--- src/rtl/link_test_ctrl_pkg.sv ---
// Shared types and constants for the FPGA-to-FPGA link loopback test controller.
package link_pkg;

  localparam int unsigned DATA_W_DEF = 32;

  typedef enum logic [2:0] {
    ST_IDLE,
    ST_ARM,
    ST_RUN,
    ST_DRAIN,
    ST_PASS,
    ST_FAIL
  } state_t;

  localparam logic [1:0] FC_NONE    = 2'd0;
  localparam logic [1:0] FC_DATA    = 2'd1;
  localparam logic [1:0] FC_TIMEOUT = 2'd2;
  localparam logic [1:0] FC_EXTRA   = 2'd3;

endpackage

--- src/rtl/link_test_ctrl_if.sv ---
// Sender/receiver link and status bundle between the test controller and the link.
interface link_test_ctrl_if #(parameter int unsigned DATA_W = link_pkg::DATA_W_DEF);

  logic              tx_start;
  logic [DATA_W-1:0] tx_data;
  logic              tx_word_ack;
  logic              tx_done;
  logic              rx_valid;
  logic [DATA_W-1:0] rx_data;
  logic              busy;
  logic              led;
  logic [15:0]       err_cnt;
  logic [1:0]        fail_code;

  modport master (
    output tx_start, tx_data, busy, led, err_cnt, fail_code,
    input  tx_word_ack, tx_done, rx_valid, rx_data
  );

  modport slave (
    input  tx_start, tx_data, busy, led, err_cnt, fail_code,
    output tx_word_ack, tx_done, rx_valid, rx_data
  );

endinterface

--- src/rtl/link_test_ctrl_pattern_gen.sv ---
// Decrementing pattern register: loads SEED, steps down by one (mod 2^DATA_W).
module link_pattern_gen
  import link_pkg::*;
#(
  parameter int unsigned       DATA_W = DATA_W_DEF,
  parameter logic [DATA_W-1:0] SEED   = '1
) (
  input  logic              clk,
  input  logic              rst,
  input  logic              load,
  input  logic              step,
  output logic [DATA_W-1:0] word
);

  always_ff @(posedge clk or negedge rst) begin
    if (!rst)      word <= SEED;
    else if (load) word <= SEED;
    else if (step) word <= word - DATA_W'(1);
  end

endmodule

--- src/rtl/link_test_ctrl.sv ---
// Runs one loopback burst: arms the sender, streams the pattern, checks echoed words,
// times out a stalled link and reports the verdict on led/fail_code.
module link_test_ctrl
  import link_pkg::*;
#(
  parameter int unsigned       DATA_W     = DATA_W_DEF,
  parameter int unsigned       SEND_COUNT = 100,
  parameter logic [DATA_W-1:0] SEED       = '1,
  parameter int unsigned       TIMEOUT    = 1000000
) (
  input  logic              clk,
  input  logic              rst,
  input  logic              en,
  link_test_ctrl_if.master  lnk
);

  localparam int unsigned    CNT_W    = $clog2(SEND_COUNT + 1);
  localparam int unsigned    TMR_W    = $clog2(TIMEOUT);
  localparam logic [CNT_W-1:0] CNT_LAST = CNT_W'(SEND_COUNT);
  localparam logic [CNT_W-1:0] CNT_PEN  = CNT_W'(SEND_COUNT - 1);
  localparam logic [TMR_W-1:0] TMR_MAX  = TMR_W'(TIMEOUT - 1);

  state_t            state;
  logic              en_q, en_q2;
  logic [CNT_W-1:0]  tx_cnt, rx_cnt;
  logic [TMR_W-1:0]  timer;
  logic              done_seen;
  logic              tx_start, busy, led;
  logic [15:0]       err_cnt;
  logic [1:0]        fail_code;
  logic [DATA_W-1:0] tx_word, rx_exp;

  logic active_c, start_c, tx_ack_c, tx_step_c, rx_extra_c, rx_chk_c, mism_c, timeout_c;

  always_comb begin
    active_c   = (state == ST_RUN) || (state == ST_DRAIN);
    start_c    = en_q && !en_q2 &&
                 ((state == ST_IDLE) || (state == ST_PASS) || (state == ST_FAIL));
    tx_ack_c   = (state == ST_RUN) && lnk.tx_word_ack && (tx_cnt != CNT_LAST);
    // the final accepted word stays on tx_data rather than stepping past the burst
    tx_step_c  = tx_ack_c && (tx_cnt != CNT_PEN);
    rx_extra_c = active_c && lnk.rx_valid && (rx_cnt == CNT_LAST);
    rx_chk_c   = active_c && lnk.rx_valid && (rx_cnt != CNT_LAST);
    mism_c     = rx_chk_c && (lnk.rx_data != rx_exp);
    timeout_c  = active_c && !lnk.tx_word_ack && !lnk.rx_valid && (timer == TMR_MAX);
  end

  link_pattern_gen #(.DATA_W(DATA_W), .SEED(SEED)) u_tx_pat (
    .clk(clk), .rst(rst), .load(start_c), .step(tx_step_c), .word(tx_word)
  );

  link_pattern_gen #(.DATA_W(DATA_W), .SEED(SEED)) u_rx_pat (
    .clk(clk), .rst(rst), .load(start_c), .step(rx_chk_c), .word(rx_exp)
  );

  always_ff @(posedge clk or negedge rst) begin
    if (!rst) begin
      state     <= ST_IDLE;
      en_q      <= 1'b0;
      en_q2     <= 1'b0;
      tx_cnt    <= '0;
      rx_cnt    <= '0;
      timer     <= '0;
      done_seen <= 1'b0;
      tx_start  <= 1'b0;
      busy      <= 1'b0;
      led       <= 1'b0;
      err_cnt   <= '0;
      fail_code <= FC_NONE;
    end else begin
      en_q     <= en;
      en_q2    <= en_q;
      tx_start <= 1'b0;
      if (lnk.tx_done) done_seen <= 1'b1;

      // datapath bookkeeping while the burst is live
      if (active_c) begin
        tx_cnt <= tx_cnt + CNT_W'(tx_ack_c);
        rx_cnt <= rx_cnt + CNT_W'(rx_chk_c);
        if (lnk.tx_word_ack || lnk.rx_valid) timer <= '0;
        else if (!timeout_c)                 timer <= timer + TMR_W'(1);
        if (mism_c && (err_cnt != 16'hFFFF)) err_cnt   <= err_cnt + 16'd1;
        if (mism_c && (fail_code == FC_NONE)) fail_code <= FC_DATA;
      end

      case (state)
        ST_IDLE, ST_PASS, ST_FAIL: begin
          if (start_c) begin
            state     <= ST_ARM;
            tx_start  <= 1'b1;
            busy      <= 1'b1;
            led       <= 1'b0;
            tx_cnt    <= '0;
            rx_cnt    <= '0;
            timer     <= '0;
            err_cnt   <= '0;
            fail_code <= FC_NONE;
            done_seen <= 1'b0;
          end
        end
        ST_ARM: state <= ST_RUN;
        ST_RUN, ST_DRAIN: begin
          if (rx_extra_c) begin
            state     <= ST_FAIL;
            busy      <= 1'b0;
            fail_code <= FC_EXTRA;
          end else if (timeout_c) begin
            state     <= ST_FAIL;
            busy      <= 1'b0;
            fail_code <= FC_TIMEOUT;
          end else if ((state == ST_RUN) && (tx_cnt == CNT_LAST) &&
                       (done_seen || lnk.tx_done)) begin
            state <= ST_DRAIN;
          end else if ((state == ST_DRAIN) && (rx_cnt == CNT_LAST)) begin
            busy <= 1'b0;
            if (err_cnt == 16'd0) begin
              state <= ST_PASS;
              led   <= 1'b1;
            end else begin
              state     <= ST_FAIL;
              fail_code <= FC_DATA;
            end
          end
        end
        default: begin
          state <= ST_IDLE;
          busy  <= 1'b0;
          led   <= 1'b0;
        end
      endcase
    end
  end

  assign lnk.tx_start  = tx_start;
  assign lnk.tx_data   = tx_word;
  assign lnk.busy      = busy;
  assign lnk.led       = led;
  assign lnk.err_cnt   = err_cnt;
  assign lnk.fail_code = fail_code;

endmodule
--- src/flat_wrapper.sv ---
// flat-port wrapper written by rule: the top's interface ports become plain ports
module link_test_ctrl_flat import link_pkg::*;
#(
  parameter int unsigned       DATA_W     = DATA_W_DEF,
  parameter int unsigned       SEND_COUNT = 100,
  parameter logic [DATA_W-1:0] SEED       = '1,
  parameter int unsigned       TIMEOUT    = 1000000
)
  (clk, rst, en, lnk_tx_start, lnk_tx_data, lnk_busy, lnk_led, lnk_err_cnt, lnk_fail_code, lnk_tx_word_ack, lnk_tx_done, lnk_rx_valid, lnk_rx_data);
  link_test_ctrl_if #(.DATA_W(DATA_W)) lnk_i ();
  input  logic clk;
  input  logic rst;
  input  logic en;
  output wire logic [$bits(lnk_i.tx_start)-1:0] lnk_tx_start;
  output wire logic [$bits(lnk_i.tx_data)-1:0] lnk_tx_data;
  output wire logic [$bits(lnk_i.busy)-1:0] lnk_busy;
  output wire logic [$bits(lnk_i.led)-1:0] lnk_led;
  output wire logic [$bits(lnk_i.err_cnt)-1:0] lnk_err_cnt;
  output wire logic [$bits(lnk_i.fail_code)-1:0] lnk_fail_code;
  input wire logic [$bits(lnk_i.tx_word_ack)-1:0] lnk_tx_word_ack;
  input wire logic [$bits(lnk_i.tx_done)-1:0] lnk_tx_done;
  input wire logic [$bits(lnk_i.rx_valid)-1:0] lnk_rx_valid;
  input wire logic [$bits(lnk_i.rx_data)-1:0] lnk_rx_data;
  assign lnk_tx_start = lnk_i.tx_start;
  assign lnk_tx_data = lnk_i.tx_data;
  assign lnk_busy = lnk_i.busy;
  assign lnk_led = lnk_i.led;
  assign lnk_err_cnt = lnk_i.err_cnt;
  assign lnk_fail_code = lnk_i.fail_code;
  assign lnk_i.tx_word_ack = lnk_tx_word_ack;
  assign lnk_i.tx_done = lnk_tx_done;
  assign lnk_i.rx_valid = lnk_rx_valid;
  assign lnk_i.rx_data = lnk_rx_data;
  link_test_ctrl #(.DATA_W(DATA_W), .SEND_COUNT(SEND_COUNT), .SEED(SEED), .TIMEOUT(TIMEOUT)) u_core (.clk(clk), .rst(rst), .en(en), .lnk(lnk_i));
endmodule
--- config.mk ---
export PLATFORM = sky130hd
export DESIGN_NAME = link_test_ctrl_flat
export DESIGN_NICKNAME = d
export VERILOG_FILES = /design/src/rtl/link_test_ctrl_pkg.sv /design/src/rtl/link_test_ctrl_if.sv /design/src/rtl/link_test_ctrl_pattern_gen.sv /design/src/rtl/link_test_ctrl.sv /design/src/flat_wrapper.sv
export SDC_FILE = /design/constraint.sdc
export NUM_CORES = 1
export LEC_CHECK = 0
export CORE_MARGIN = 1
export CORE_UTILIZATION = 35
export CTS_BUF_LIST = sky130_fd_sc_hd__clkbuf_4 sky130_fd_sc_hd__clkbuf_8 sky130_fd_sc_hd__clkbuf_16
export CTS_CLUSTER_SIZE = 28
export DETAILED_ROUTE_END_ITERATION = 6
export PLACE_DENSITY = 0.6
export SYNTH_ARGS = -nofsm -noshare
export SYNTH_HDL_FRONTEND = slang
export SYNTH_SLANG_ARGS = --single-unit
export TNS_END_PERCENT = 30
--- constraint.sdc ---
create_clock -name clk -period 3.5 [get_ports clk]
set_input_delay 0.525 -clock clk [delete_from_list [all_inputs] [get_ports clk]]
set_output_delay 0.525 -clock clk [all_outputs]
set_load 0.02 [all_outputs]
==> results of run 1 <==
==> stage by stage <==
step	instance area, um^2	util
final	8790	0.452
after floorplan	6930	-
after global routing	8790	0.452
after global placement	8140	0.418
after detailed placement	8140	0.418
after CTS	8790	0.452
==> logic make-up after synthesis <==
family                     share of synthesized area
xor gates and xnor gates                       0.110
DFF                                            0.463
adders and majority gates                     0.0163
and+or+nand+nor                                0.285
buffers and inverters                         0.0273
AOI/OAI and AO/OA                             0.0946
muxes                                        0.00433
==> cells in the mapped netlist (all sizes together) (2+ instances only) <==
cell / instances / area share
nor4: 32 / 0.035
nor2: 44 / 0.024
a31oi: 4 / 0.0036
and4: 7 / 0.0088
dfrtp: 61 / 0.22
nand4: 19 / 0.017
nor4bb: 3 / 0.0043
dfstp: 64 / 0.24
mux2i: 3 / 0.0043
xnor2: 41 / 0.052
or3: 26 / 0.024
and3: 13 / 0.012
nand3: 39 / 0.028
or4: 17 / 0.020
clkbuf: 17 / 0.0092
nor2b: 6 / 0.0054
nor4b: 2 / 0.0025
buf: 10 / 0.010
nand3b: 3 / 0.0033
o211ai: 8 / 0.0087
o31ai: 10 / 0.011
inv: 12 / 0.0065
xor2: 46 / 0.058
nor3b: 4 / 0.0043
ha: 9 / 0.016
nand2: 93 / 0.050
or2: 4 / 0.0036
a21oi: 36 / 0.026
nand2b: 4 / 0.0036
nand4b: 3 / 0.0038
o21ai: 40 / 0.029
nor3: 34 / 0.028
or4b: 2 / 0.0029
==> state kept, by name, indices dropped and copies added, names as in the netlist, 2 cells and up <==
register and flops:
u_core.u_rx_pat.word 32, u_core.u_tx_pat.word 32, u_core.tx_cnt 7, u_core.lnk.fail_code 2, u_core.state 3, u_core.lnk.err_cnt 16, u_core.timer 20, u_core.rx_cnt 7
==> cells in the final DEF (no fill, tap or decap), types with 4 or more instances in the layout <==
cell,count
nand2_1,92
clkdlybuf4s50_1,89
dfstp_2,64
dfrtp_1,61
xor2_1,46
nor2_1,44
xnor2_1,41
nand3_1,39
o21ai_0,39
a21oi_1,36
nor3_1,29
nor4_1,28
or3_1,23
nand4_1,19
clkbuf_16,19
or4_1,14
buf_4,14
and3_1,13
inv_1,12
o31ai_1,10
ha_1,9
o211ai_1,8
and4_1,7
nor2b_1,6
nor3_2,5
nor3b_1,4
nand2b_1,4
or2_2,4
a31oi_1,4
==> area by class of cell <==
class                           instances  area [um^2]  share of cell area
Clock buffer                           22          510              0.0581
Multi-Input combinational cell        566         3530               0.402
Clock inverter                         10          146              0.0167
Inverter                               12         45.0             0.00512
Tap cell                              265          332              0.0377
Sequential cell                       125         3210               0.365
Timing Repair Buffer                  104         1020               0.116
==> per-layer routing <==
metal	share of wire	GRT usage	up-vias	wire [um]
met3	0.041	0.0436	18	714
met1	0.49	0.252	2776	8440
met4	0.0081	0.0396	0	140
met5	0	0	-	0
li1	-	-	2838	-
met2	0.46	0.288	125	7930
==> final timing paths <==
| path | endpoint | slack, ps | cells after the start |
|---|---|---|---|
| max in group asynchronous | u_core.u_rx_pat.word[8]$_DFFE_PN1P_ | 2530 | 2 |
| max | u_core.u_tx_pat.word[31]$_DFFE_PN1P_ | 820 | 6 |
| min reg2reg | u_core.en_q2$_DFF_PN0_ | 370 | 0 |
| min | u_core.lnk.err_cnt[9]$_DFF_PN0_ | 90 | 1 |
| min in group clk | u_core.en_q2$_DFF_PN0_ | 370 | 0 |
| max reg2reg | u_core.u_tx_pat.word[31]$_DFFE_PN1P_ | 820 | 6 |
==> report_power, final <==
group | total, W | internal, W | switching, W
clock | 0.00194 | 0.00126 | 0.000684
combinational | 0.00109 | 0.000468 | 0.000619
sequential | 0.00192 | 0.00168 | 0.000241
==> critical path: cells and delay by family (launching register included) <==
kind	cells	cell delay, ps
flops	1	380
simple gates	5	2060
xor+xnor	1	150
==> reports/results.ini, run 1 <==
[power]
power_leakage_nw = 3.26
finalPower_w = 0.00495
p_per_area_nw_per_um2 = 563
ir_drop_v = 0.000393

[clocking]
cts_setup_buffers = 0
cts_tree = built
clk_latency_ps = 420
cts_sinks = 125
holdBufCountCts = 0
cts_buffers = 17
cts.htree.levels = 4
clk_path_buf_depth = 2
cts.repair.resized = 0
path_clk_slew_ps = 60
cts_root_buffer = clkbuf_16

[sta]
clock.fmax_ghz = 0.373
rsz0062_at_grt = no
hold_slack_ps = 91.5
post-route-period-util = 0.765
period_needed_ps = 2680
worst_pin_slew_ps = 794
fin_ws_ps = 821
drv_slew = 0
finalSetupTns_ps = 0
finalSetupViolCount = 0
skew_ps = 10.1
relSlewSlack = 0.470
finalHoldViolCount = 0

[place]
place_ws_ps = 576
globalplace.congestion = 0.846
port_buffers = 90
place_inst = 1072
place_hpwl_um = 11700

[drt]
dr.pass1.iters = 5
drtIter0Drc = 373
routed_wirelength_um = 17200
wl_per_cell_um = 15.6
via_count = 5757
drc = 0
ant_nets = 0
vias_per_cell = 5.21

[cells_and_area]
final_cell_count_no_fill = 1104
layout.nets = 873
syn_to_final_growth_pct = 26.9
final_layout_size_suffix_gt1_frac = 0.159
n_antenna_cell = 0
nFillCells = 1834

[critical_path]
crit_chain = or4_4, or4_4, or4_1, nor4_2, xnor2_1, nand2_1
cp.required_ps = 3810
critPathCaptureType = flop
critPathLaunchType = flop
worstPathMaxFanout = 11
slowest_delay_ps = 580
cp_common_cell = or4_4
cp_slowest_cell = or4_1
arrival_ps = 2990
critPathKind = flop to flop
setup.worst_path.start = u_core.u_tx_pat.word[8]$_DFFE_PN1P_
timing.rr.start = u_core.u_tx_pat.word[8]$_DFFE_PN1P_

[status]
status = completed

[grt]
grt_pass1_wl_um = 29200
overflow = 0
track_usage = 0.182
grt_pass1_vias = 5601
antenna_found_initial = 0
grt_max_degree = 88

[die]
start_util = 0.356
ios = 91
dieHeight_um = 143
design.die.area_um2 = 20400
num_rows = 51
core_area_um2 = 19500
die_w_um = 143

[logic_synthesis]
synth_nets = 778
synth_edf_count = 0
avgSynthCellArea_um2 = 9.48
ys_seq_area_frac = 0.463
synth-seq-cells = 125
netlist_area_um2 = 6930
syn_inst = 731
synth_warnings = 0
async_reset_ff_frac = 1.00
yosys.cell_types.count = 56
dominantRegCellSynth = dfstp_2

[run]
drv_cap = 0

[hold_path]
hold_class = primary input to asynchronous set/reset pin

No activity file was read; power rests on OpenSTA's default activity.
==> run 2: changes to the inputs <==
clock period = 2.7 ns   (was 3.5 ns; I/O delays follow)
==> run 2 against run 1 <==
Against the previous run:
- count of clock-buffer cells in the layout fell by 2
- core utilization rose by 0.42 points
- routed wire length up 1.4%
- largest cell class unchanged
- largest power group is now registers
==> reports/results.ini, run 2 (synthesis gave the netlist of run 1 again) <==
[critical_path]
crit_chain = or4_4, or4_4, or4_1, nor4_2, xnor2_1, nand2_1
cp.buffers_inverters = 0  ; unchanged
crit_family = simple AND/OR/NAND/NOR gates
critPathKind = flop to flop
slowest_delay_ps = 560  ; -20 ps
arrival_ps = 2910  ; -80 ps
worstPathMaxFanout = 7  ; -4
critPathLaunchType = flop
critPathCaptureType = flop
cp_slowest_cell = or4_4
cp_common_cell = or4_4
cp.required_ps = 3030  ; -780 ps

[clocking]
cts.htree.levels = 4  ; unchanged
holdBufCountCts = 0  ; unchanged
clk_path_buf_depth = 2  ; unchanged
cts.repair.resized = 0  ; unchanged
cts_buffers = 17  ; unchanged
clk_latency_ps = 420  ; about the same
cts_sinks = 125  ; unchanged
cts_setup_buffers = 0  ; unchanged
path_clk_slew_ps = 60  ; about the same
cts_tree = built
cts_root_buffer = clkbuf_16

[sta]
relSlewSlack = 0.523  ; +0.0527
worst_pin_slew_ps = 715  ; -79.8 ps
skew_ps = 11.2  ; +1.09 ps
hold_slack_ps = 33.2  ; -58.3 ps
finalSetupViolCount = 0  ; unchanged
post-route-period-util = 0.953  ; +0.188
clock.fmax_ghz = 0.388  ; +4.1%
finalHoldViolCount = 0  ; unchanged
period_needed_ps = 2570  ; -105 ps
fin_ws_ps = 126  ; -695 ps
drv_slew = 0  ; unchanged
finalSetupTns_ps = 0  ; unchanged
rsz0062_at_grt = no

[die]
start_util = 0.356  ; unchanged
dieHeight_um = 143  ; unchanged
die_w_um = 143  ; unchanged
num_rows = 51  ; unchanged
design.die.area_um2 = 20400  ; unchanged
core_area_um2 = 19500  ; unchanged
ios = 91  ; unchanged

[cells_and_area]
nFillCells = 1878  ; +2.4%
syn_to_final_growth_pct = 28.1
n_antenna_cell = 0  ; unchanged
layout.nets = 895  ; +2.5%
final_cell_count_no_fill = 1126  ; +2.0%
final_cell_mix = nand2_1, clkdlybuf4s50_1, dfstp_2
seqCellArea_um2 = 3210  ; unchanged
reg.largest.list = u_core.u_rx_pat.word x32, u_core.u_tx_pat.word x32, u_core.timer x20
final_layout_size_suffix_gt1_frac = 0.180  ; +0.0215
final_common_cell = nand2_1
multi_input_area_um2 = 3530  ; unchanged

[drt]
ant_nets = 0  ; unchanged
via_count = 5886  ; +2.2%
vias_per_cell = 5.23  ; +0.24%
drc = 0  ; unchanged
drtIter0Drc = 353  ; -5.4%
wl_per_cell_um = 15.5  ; -0.56%
dr.pass1.iters = 5  ; unchanged
routed_wirelength_um = 17500  ; +1.4%

[place]
globalplace.congestion = 0.831  ; -1.8%
place_inst = 1094  ; +2.1%
port_buffers = 90  ; unchanged
place_ws_ps = 56.6  ; -519 ps
place_hpwl_um = 12300  ; +5.0%

[grt]
overflow = 0  ; unchanged
grt_pass1_vias = 5790  ; +3.4%
antenna_found_initial = 0  ; unchanged
track_usage = 0.185  ; +0.00251
grt_pass1_wl_um = 29500  ; +1.2%
grt_max_degree = 52  ; -41%

[run]
drv_cap = 0  ; unchanged

[power]
p_per_area_nw_per_um2 = 689  ; +22%
ir_drop_v = 0.000466  ; +19%
power_leakage_nw = 3.31  ; +1.8%
finalPower_w = 0.00611  ; +23%

[status]
status = completed

[hold_path]
hold_class = primary input to asynchronous set/reset pin

==> run 2: changes by cell type in the layout (fill, tap and decap cells not counted), sizes merged <==
cell,previous run,this run
buf,15,37
bufinv,3,0
clkinvlp,0,3
clkbuf,22,20
clkinv,3,4
inv,16,17
==> run 2: stage by stage <==
step | utilization | area (um^2)
6_report | 0.456 | 8870
5_1_grt | 0.456 | 8870
4_1_cts | 0.456 | 8870
3_5_place_dp | 0.427 | 8310
3_3_place_gp | 0.427 | 8310
2_1_floorplan | - | 6930
==> run 2: path summary, 6_finish.rpt <==
| check | start | endpoint | slack [ps] | cells past startpoint |
|---|---|---|---|---|
| max | u_core.u_tx_pat.word[8]$_DFFE_PN1P_ | u_core.u_tx_pat.word[31]$_DFFE_PN1P_ | 130 | 6 |
| max reg2reg | u_core.u_tx_pat.word[8]$_DFFE_PN1P_ | u_core.u_tx_pat.word[31]$_DFFE_PN1P_ | 130 | 6 |
| max in group asynchronous | rst | u_core.u_tx_pat.word[9]$_DFFE_PN1P_ | 1920 | 2 |
| min in group clk | u_core.en_q$_DFF_PN0_ | u_core.en_q2$_DFF_PN0_ | 370 | 0 |
| min reg2reg | u_core.en_q$_DFF_PN0_ | u_core.en_q2$_DFF_PN0_ | 370 | 0 |
| min | rst | u_core.lnk.err_cnt[5]$_DFF_PN0_ | 30 | 1 |
==> run 2: per-layer routing <==
metal | GRT usage | share of wire
met1 | 0.253 | 0.49
met2 | 0.293 | 0.46
met4 | 0.0560 | 0.012
met5 | 0 | 0
met3 | 0.0382 | 0.040
==> run 2: final cells by class <==
cell class	count	area share
clock buffer	20	0.0539
clock inverter	12	0.00931
inverter	12	0.00508
multi-input combinational	566	0.398
sequential	125	0.362
tap	265	0.0374
timing repair buffer	126	0.135
==> run 2: power breakdown <==
group	switching [W]	internal (W)	total, W	leakage [nW]
clock network	0.000876	0.00128	0.00215	0.275
logic	0.000825	0.000658	0.00148	1.56
registers	0.000301	0.00218	0.00248	1.48
==> run 3: changes to the inputs <==
CORE_MARGIN = 2   (was 1)
==> run 3 against run 2 <==
Against the previous run:
- combinational power is essentially flat
- design area increased by 0.18%
- global-route usage is 0.86 points lower
- maximum frequency grew 0.23%
- count of clock-buffer cells in the layout is 1 higher
- first-iteration DRC count up 2.5%
- via count rose by 0.12%
- clock power barely moved
- sequential power hardly changed
- worst setup slack improved by 6.0 ps
- largest cell class unchanged
==> reports/results.ini, run 3 (synthesis gave the netlist of run 1 again) <==
[drt]
via_count = 5893  ; +0.12%
vias_per_cell = 5.23  ; about the same
routed_wirelength_um = 17400  ; -0.22%
wl_per_cell_um = 15.5  ; -0.31%
ant_nets = 0  ; unchanged
drtIter0Drc = 362  ; +2.5%
drc = 0  ; unchanged
dr.pass1.iters = 4  ; -1

[status]
status = completed

[critical_path]
slowest_delay_ps = 560  ; about the same
critPathCaptureType = flop
worst_r2r_path_depth = 6  ; unchanged
cp_slowest_cell = or4_4
cp.required_ps = 3020  ; about the same
worstPathMaxFanout = 6  ; -1
crit_chain = or4_4, or4_4, or4_1, nor4_2, xnor2_1, nand2_1
cp_common_cell = or4_4
critPathLaunchType = flop
critPathKind = flop to flop
crit_family = simple AND/OR/NAND/NOR gates
arrival_ps = 2880  ; -30 ps
worstSetupPathDepth = 6  ; unchanged
cp.buffers_inverters = 0  ; unchanged

[power]
ir_drop_v = 0.000530  ; +14%
switchingPower_w = 0.00196  ; -2.4%
clkPwrFrac = 0.355  ; +0.003
p_comb_frac = 0.242  ; about the same
p_seq_frac = 0.403  ; -0.002
p_int_w = 0.00418  ; +1.6%
p_per_area_nw_per_um2 = 690  ; +0.11%
swShare = 0.319  ; -0.00871
power_leakage_nw = 3.31  ; about the same

[die]
num_rows = 51  ; unchanged
die_w_um = 145  ; +1.4%
start_util = 0.356  ; unchanged
dieHeight_um = 145  ; +1.4%
ios = 91  ; unchanged
design.die.area_um2 = 20900  ; +2.8%
core_area_um2 = 19500  ; unchanged

[cells_and_area]
nFillCells = 1876  ; -0.11%
final_common_cell = nand2_1
syn_to_final_growth_pct = 28.3
final_layout_size_suffix_gt1_frac = 0.180  ; -0.000209
reg.largest.list = u_core.u_rx_pat.word x32, u_core.u_tx_pat.word x32, u_core.timer x20
final_cell_mix = nand2_1, clkdlybuf4s50_1, dfstp_2
layout.nets = 896  ; +0.11%
final_cell_count_no_fill = 1127  ; +0.089%
n_antenna_cell = 0  ; unchanged

[hold_path]
hold_depth = 0
hold_class = flop to flop

[clocking]
cts.htree.levels = 4  ; unchanged
cts_sinks = 125  ; unchanged
holdBufCountCts = 1  ; +1
clk_path_buf_depth = 2  ; unchanged
cts.repair.resized = 0  ; unchanged
cts_tree = built
clk_latency_ps = 420  ; about the same
path_clk_slew_ps = 60  ; about the same
cts_setup_buffers = 0  ; unchanged
cts_root_buffer = clkbuf_16
cts_buffers = 17  ; unchanged

[sta]
hold_slack_ps = 389  ; +356 ps
finalSetupTns_ps = 0  ; unchanged
worst_pin_slew_ps = 809  ; +94.7 ps
drv_slew = 0  ; unchanged
relSlewSlack = 0.461  ; -0.0626
finalSetupViolCount = 0  ; unchanged
rsz0062_at_grt = no
period_needed_ps = 2570  ; -5.96 ps
finalHoldViolCount = 0  ; unchanged
skew_ps = 9.15  ; -2.08 ps
clock.fmax_ghz = 0.389  ; +0.23%
post-route-period-util = 0.951  ; -0.00221

[grt]
grt_pass1_vias = 5627  ; -2.8%
antenna_found_initial = 0  ; unchanged
track_usage = 0.176  ; -0.00855
grt_max_degree = 74  ; +42%
overflow = 0  ; unchanged
grt_pass1_wl_um = 28800  ; -2.3%

[place]
globalplace.congestion = 0.815  ; -1.9%
port_buffers = 90  ; unchanged
place_hpwl_um = 12100  ; -1.5%
place_inst = 1094  ; unchanged

[run]
drv_cap = 0  ; unchanged

## run 3: cell types whose count changed in the layout (fill, tap and decap cells not counted), moves of 2 or more
cell | before | now
clkinv_2 | 3 | 5
inv_6 | 2 | 0
clkinvlp_4 | 3 | 5
inv_4 | 3 | 0
## run 3: cell type report
cell class | count | area [um^2] | share of cell area
timing repair buffer | 127 | 1200 | 0.135
multi-input combinational | 566 | 3530 | 0.398
tap | 265 | 332 | 0.0373
inverter | 12 | 45.0 | 0.00507
clock buffer | 21 | 474 | 0.0533
clock inverter | 11 | 92.6 | 0.0104
sequential | 125 | 3210 | 0.361
## run 3: through the flow
step	cell area, um^2	util	total power (W)	setup WS, ps
2_1_floorplan	6930	-	0.00333	184
3_3_place_gp	8310	0.427	0.00396	136
3_5_place_dp	8310	0.427	0.00399	140
4_1_cts	8890	0.457	0.00621	114
5_1_grt	8890	0.457	0.00651	17.7
6_report	8890	0.457	0.00613	132
## run 3: path summary, 6_finish.rpt
check                                                    start                                   end  slack [ps]
max                        u_core.u_tx_pat.word[8]$_DFFE_PN1P_  u_core.u_tx_pat.word[31]$_DFFE_PN1P_         130
min                                      u_core.en_q$_DFF_PN0_                u_core.en_q2$_DFF_PN0_         390
max reg2reg                u_core.u_tx_pat.word[8]$_DFFE_PN1P_  u_core.u_tx_pat.word[31]$_DFFE_PN1P_         130
min reg2reg                              u_core.en_q$_DFF_PN0_                u_core.en_q2$_DFF_PN0_         390
max in group asynchronous                                  rst   u_core.u_rx_pat.word[5]$_DFFE_PN1P_        1500
min in group asynchronous                                  rst      u_core.lnk.err_cnt[15]$_DFF_PN0_         510
## run 3: routing by layer
metal  vias to the layer above  global-route usage  share of wire
met5                         -                   0              0
met1                      2863               0.247           0.48
li1                       2890                   -              -
met4                         0              0.0577          0.013
met2                       122               0.272           0.46
met3                        18              0.0369          0.042
## run 3: worst reg2reg max path, delay by kind of cell (launching register included)
family	cells	cell delay (ps)
xor+xnor	1	140
flops	1	380
simple gates	5	1950
## run 3: power by group through the flow
stage / registers, W / clock network [W] / logic, W
after global placement: 0.00250 / 0 / 0.00147
after detailed placement: 0.00250 / 0 / 0.00149
after floorplan: 0.00252 / 0 / 0.000807
after global routing: 0.00252 / 0.00233 / 0.00165
final: 0.00247 / 0.00218 / 0.00148
after CTS: 0.00247 / 0.00224 / 0.00150
